[config.mk]
export PLATFORM = sky130hd
export DESIGN_NAME = countdown_timer
export DESIGN_NICKNAME = d
export VERILOG_FILES = /design/src/rtl/countdown_timer.sv
export SDC_FILE = /design/constraint.sdc
export NUM_CORES = 1
export LEC_CHECK = 0
export CAP_MARGIN = 25
export CORE_MARGIN = 1.5
export CORE_UTILIZATION = 40
export DETAILED_ROUTE_END_ITERATION = 7
export GPL_TIMING_DRIVEN = 0
export PLACE_DENSITY = 0.72
export SLEW_MARGIN = 20
export SYNTH_ARGS = -nofsm -noshare
export SYNTH_HDL_FRONTEND = slang
export SYNTH_SLANG_ARGS = --single-unit
[constraint.sdc]
create_clock -name clk -period 6 [get_ports clk]
set_clock_uncertainty 0.2 [all_clocks]
set_input_delay 1.2 -clock clk [delete_from_list [all_inputs] [get_ports clk]]
set_output_delay 1.2 -clock clk [all_outputs]
set_load 0.05 [all_outputs]
[src/rtl/countdown_timer.sv]
`default_nettype none
// ============================================================================
//  Module   : countdown_timer
//  Brief    : Programmable down-counter with start/pause/stop control,
//             terminal-count done pulse and optional auto-reload.
//  Revision : 1.0 - initial release
// ============================================================================
module countdown_timer #(
    parameter int WIDTH = 4
) (
    input  logic             clk,
    input  logic             rstn,
    input  logic             load,
    input  logic [WIDTH-1:0] load_val,
    input  logic             start,
    input  logic             pause,
    input  logic             stop,
    input  logic             auto_reload,
    output logic [WIDTH-1:0] out,
    output logic             busy,
    output logic             done
);

    localparam logic [1:0] ST_IDLE   = 2'd0;
    localparam logic [1:0] ST_RUN    = 2'd1;
    localparam logic [1:0] ST_PAUSED = 2'd2;

    localparam logic [WIDTH-1:0] C_ZERO = '0;
    localparam logic [WIDTH-1:0] C_ONE  = WIDTH'(1);

    logic [1:0]       state_q,  state_d;
    logic [WIDTH-1:0] count_q,  count_d;
    logic [WIDTH-1:0] reload_q, reload_d;
    logic             done_q,   done_d;

    always_ff @(posedge clk or negedge rstn) begin
        if (!rstn) begin
            state_q  <= ST_IDLE;
            count_q  <= C_ZERO;
            reload_q <= C_ZERO;
            done_q   <= 1'b0;
        end else begin
            state_q  <= state_d;
            count_q  <= count_d;
            reload_q <= reload_d;
            done_q   <= done_d;
        end
    end

    // Priority load > stop > pause > start; an asserted stop masks start even in IDLE.
    always_comb begin
        state_d  = state_q;
        count_d  = count_q;
        reload_d = reload_q;
        done_d   = 1'b0;
        if (load) begin
            count_d  = load_val;
            reload_d = load_val;
            state_d  = ST_IDLE;
        end else if (stop) begin
            state_d = ST_IDLE;
        end else if (pause && (state_q == ST_RUN)) begin
            state_d = ST_PAUSED;
        end else begin
            case (state_q)
                ST_IDLE: begin
                    if (start) begin
                        if (count_q == C_ZERO) begin
                            done_d = 1'b1;
                        end else begin
                            state_d = ST_RUN;
                        end
                    end
                end
                ST_PAUSED: begin
                    if (start) begin
                        state_d = ST_RUN;
                    end
                end
                ST_RUN: begin
                    if (count_q == C_ONE) begin
                        done_d = 1'b1;
                        if (auto_reload && (reload_q != C_ZERO)) begin
                            count_d = reload_q;
                        end else begin
                            count_d = C_ZERO;
                            state_d = ST_IDLE;
                        end
                    end else if (count_q == C_ZERO) begin
                        state_d = ST_IDLE;
                    end else begin
                        count_d = count_q - C_ONE;
                    end
                end
                default: begin
                    state_d = ST_IDLE;
                end
            endcase
        end
    end

    always_comb begin
        out  = count_q;
        busy = (state_q != ST_IDLE);
        done = done_q;
    end

endmodule
`default_nettype wire

* After elaboration in Yosys (flattened, before gate mapping) *
Index checks and enable logic that the tools add are counted.

storage, ports and cells
  register bits = 11
  bits of input ports = 11
  logic and storage cells = 49

cells by class
  add/sub/neg operators = 1
  eq/ne operators = 11
  multiplexer cells = 24
  reductions and logical operators = 9

operators by type and width
  cell                                                    number
  two-way mux 4 bit                                       7
  two-way mux 2 bit                                       9
  inequality test 5 bit (second input constant)           3
  two-way mux 1 bit                                       6
  inequality test 6 x 3 -> 1 bit (second input constant)  1
  inequality test 6 bit (second input constant)           1
  one-hot mux 2 bit (3 select lines)                      1
  AND reduction 5 bit                                     1
  == test 4 x 1 -> 1 bit (second input constant)          1
  zero test 4 bit                                         1
  inequality test 2 bit (second input constant)           2
  AND reduction 4 bit                                     1
  nonzero test 2 bit                                      2
  nonzero test 4 bit                                      1
  subtractor 4 x 1 -> 4 bit (second input constant)       1
  inequality test 3 bit (second input constant)           1
  == test 2 x 1 -> 1 bit (second input constant)          1
  == test 2 bit (second input constant)                   1
  logical AND 1 bit                                       2
  zero test 2 bit                                         1
  one-hot mux 1 bit (2 select lines)                      1

* Longest topological paths before layout *
  depth after elaboration = 8
  mapped depth = 6

* Least setup slack after synthesis *
OpenSTA, ideal clock, no wires.

  path type = in2reg
  start = input pause
  end = register count_q[0] (netlist: out[0])
  arrival = 2035 ps
  data required time = 5674 ps
  path slack = 3638 ps
  stages on the path = 4
  path buffers = 0
  cell sequence = nor4b_4 > o21a_1 > nand2_1 > a221o_1

between the ends
  word-level cells in the longest chain between the ends = 3

ends and longest elaborated chain
  element                          RTL line  source
  from (decl)                      16        input logic pause,
  logical AND 1 bit                62        end else if (pause && (state_q == ST_RUN)) begin
  inequality test 2 bit (no line)  -
  AND reduction 4 bit (no line)    -
  to (signal assigned)             44        count_q <= count_d;
  to (decl)                        32        logic [WIDTH-1:0] count_q, count_d;

Every way passes these cells.
A chain may end at the register's enable or synchronous reset.

* Worst setup path after layout *
  start = register state_q[0]
  end = output busy

between the ends
  word-level cells in the longest chain between the ends = 1

ends and longest elaborated chain
  element                 RTL line  source
  from (decl)             31        logic [1:0] state_q, state_d;
  from (signal assigned)  43        state_q <= state_d;
  nonzero test 2 bit      104       busy = (state_q != ST_IDLE);
  to (decl)               20        output logic busy,

Every way passes these cells.

==> results.md <==
- Post-DP HPWL: ~1200 um
- Final setup violation count: 0
- Clock Latency Late Sink: 0.27 ns
- Actual slew at the worst max-slew pin: a little under 0.5 ns
- Area contributors post-synth: dfrtp_1 (38%), ha_1 (5.2%), a2111oi_4 (3.8%)
- Setup CP Type: reg -> out
- Yosys reg bits: 11
- Buffers added on ports: 15
- Worst VDD drop: 108 uV
- Core Region: 0.00171 mm2
- P_leak: approximately 0.36 nW
- WP data arrival: approximately 1.8 ns
- Fin crit period: approximately 3.2 ns
- Share of post-route cells with drive strength above 1: 11.7%
- Post-Syn Nets: 89
- CTS-repair resized insts: 0
- CTS tree: done
- Largest net degree at the start of global routing: 12
- Fillcell total: 172
- Setup TNS after final layout: 0 ns
- Post-synth cell types: 33
- RSZ-0062 raised after global routing: no
- WP data required: 4.60 ns
- Most frequent cell after synthesis: dfrtp_1
- Mapped Area: slightly above 700 um2
- Die width: 45.3 um
- Layout net count: 109
- Worst Path Max Fanout: 9
- GRT Util Overall: 16.9%
- Number of remaining DRC errors: 0
- Cell Rows: 15
- Register area: 275 um2
- First-pass GRT wire length: about 2500 um
- Routed wire per std cell: ~13 um
- Hold buffer count at CTS: 0
- Outcome: finished clean
- Sequential-to-total area share from yosys stat: 38.4%
- Number of vias per cell: 5.35
- CTS Buffer Depth: 2
- Final WL: about 1500 um
- Depth of the CTS H-tree: 1
- TritonCTS Buffers: 3
- Fin. Hold Viols: 0
- Root Driver: clkbuf_4
- Max_slew headroom: 66.7%
- DR iter-0 viols: 28
- Syn Area/Cell: 9.56 um2
- Grt ovf: 0
- Max Cap Violations: 0
- Die H: ~45 um
- Io pins: 17
- Cells after Synth: 75
- Crit start category: register
- Yosys top cell area share: 38.4%
- Starting density of the core: 42.0%
- Peak Freq: 314 MHz
- Post-synth top cells: dfrtp_1 (11), inv_1 (7), nand2_1 (7), nor2_1 (5)
- Die area: 0.00206 mm2
- Antenna cell count: 0
- Hold Slack: 0.372 ns
- Synth warn: 0
- Antenna violations before repair: 0
- Reg clk slew, reported paths: around 0.080 ns
- Synth area leader: dfrtp_1
- Critical Path End Type: output port
- Async SR Flop Fraction: 100%
- Period utilization: 53.0%
- Post-CTS Setup Inserts: 0
- Pwr dens: 208 mW/mm2
- Layout area overhead: 29.0%
- Fin. max-slew vios: 0
- RePlAce Congestion: 0.835
- Detailed Routing Iterations Pass 1: 4
- Sink Count: 11
- Vias in the first global route: 571
- Top_reg_cell synth: dfrtp_1
- Via Count: 637
- Multi-input gate area: 403 um2
- ANT nets after route: 0
- Hold Crit Class: reg -> reg
- EDFF count, synth: 0
cells by family after synthesis:
logic type	synth area share (%)
and+or+nand+nor	25.8
AOI/OAI and AO/OA	22.2
DFF	38.4
buffers and inverters	5.41
adders and majority gates	5.24
muxes	2.97
flip-flops by register name, summed over array words and instances (netlist names):
register  cells
out           4
done          1
reload_q      4
state_q       2
metal layers:
metal	share of wire, %	wire length [um]	up-vias	global-route usage (%)
li1	-	-	311	-
met1	47	720	299	24.1
met2	46	696	25	25.4
met3	5.5	83	2	2.40
met4	1.3	19	0	7.06
met5	0	0	-	0
layout by cell type, fill, tap and decap left out, drive strengths merged:
master         count
clkdlybuf4s50     15
dfrtp             11
inv                7
nand2              7
clkbuf             6
o21ai              6
nor2               5
nand3              3
a31oi              3
o31ai              3
nor3               3
ha                 3
nor4b              3
nor2b              2
a2111oi            2
buf                1
or2                1
nor3b              1
nand3b             1
mux2               1
nor4               1
or3b               1
a211oi             1
a311oi             1
o21a               1
a221o              1
a21boi             1
mux2i              1
a21oi              1
and3               1
critical path, stage by stage, from the launching register on:
cell and delay [ns]:
dfrtp_1 0.36, buf_2 0.16, or2_2 0.29, clkdlybuf4s50_1 0.70
power by group:
group,leakage [nW],switching [mW],internal (mW)
sequential,0.138,0.00764,0.0796
combinational,0.207,0.0307,0.0228
clock,0.0150,0.0261,0.0257
total,0.360,0.0645,0.128
stage by stage:
| stage | cell area [um2] | setup slack [ns] | std cells | util (%) | total power [mW] |
|---|---|---|---|---|---|
| after floorplan | 717 | 3.64 | 75 | - | 0.121 |
| after global placement | 898 | 2.96 | 115 | 52.6 | 0.142 |
| after detailed placement | 898 | 2.97 | 115 | 52.6 | 0.142 |
| after CTS | 925 | 2.81 | 119 | 54.1 | 0.194 |
| after global routing | 925 | 2.76 | 119 | 54.1 | 0.204 |
| final | 925 | 2.82 | 119 | 54.1 | 0.193 |
area by class of cell:
cell class	count	share of cell area, %
Multi-Input combinational cell	54	43.6
Sequential cell	11	29.8
Clock buffer	4	2.84
Buffer	3	1.35
Tap cell	25	3.38
Inverter	7	2.84
Timing Repair Buffer	15	16.2
path summary, 6_finish.rpt:
check | cells after the start | from | to | slack [ns]
setup reg to reg | 6 | out[0] | out[0] | 3.94
setup / recovery | 3 | state_q[0] | busy | 2.82
min in group asynchronous | 1 | rstn | done | 1.06
max in group asynchronous | 1 | rstn | reload_q[2] | 4.21
hold reg to reg | 2 | reload_q[1] | reload_q[1] | 0.37
hold / removal | 2 | reload_q[1] | reload_q[1] | 0.37
Note: power is estimated with default switching activity, not from simulation.
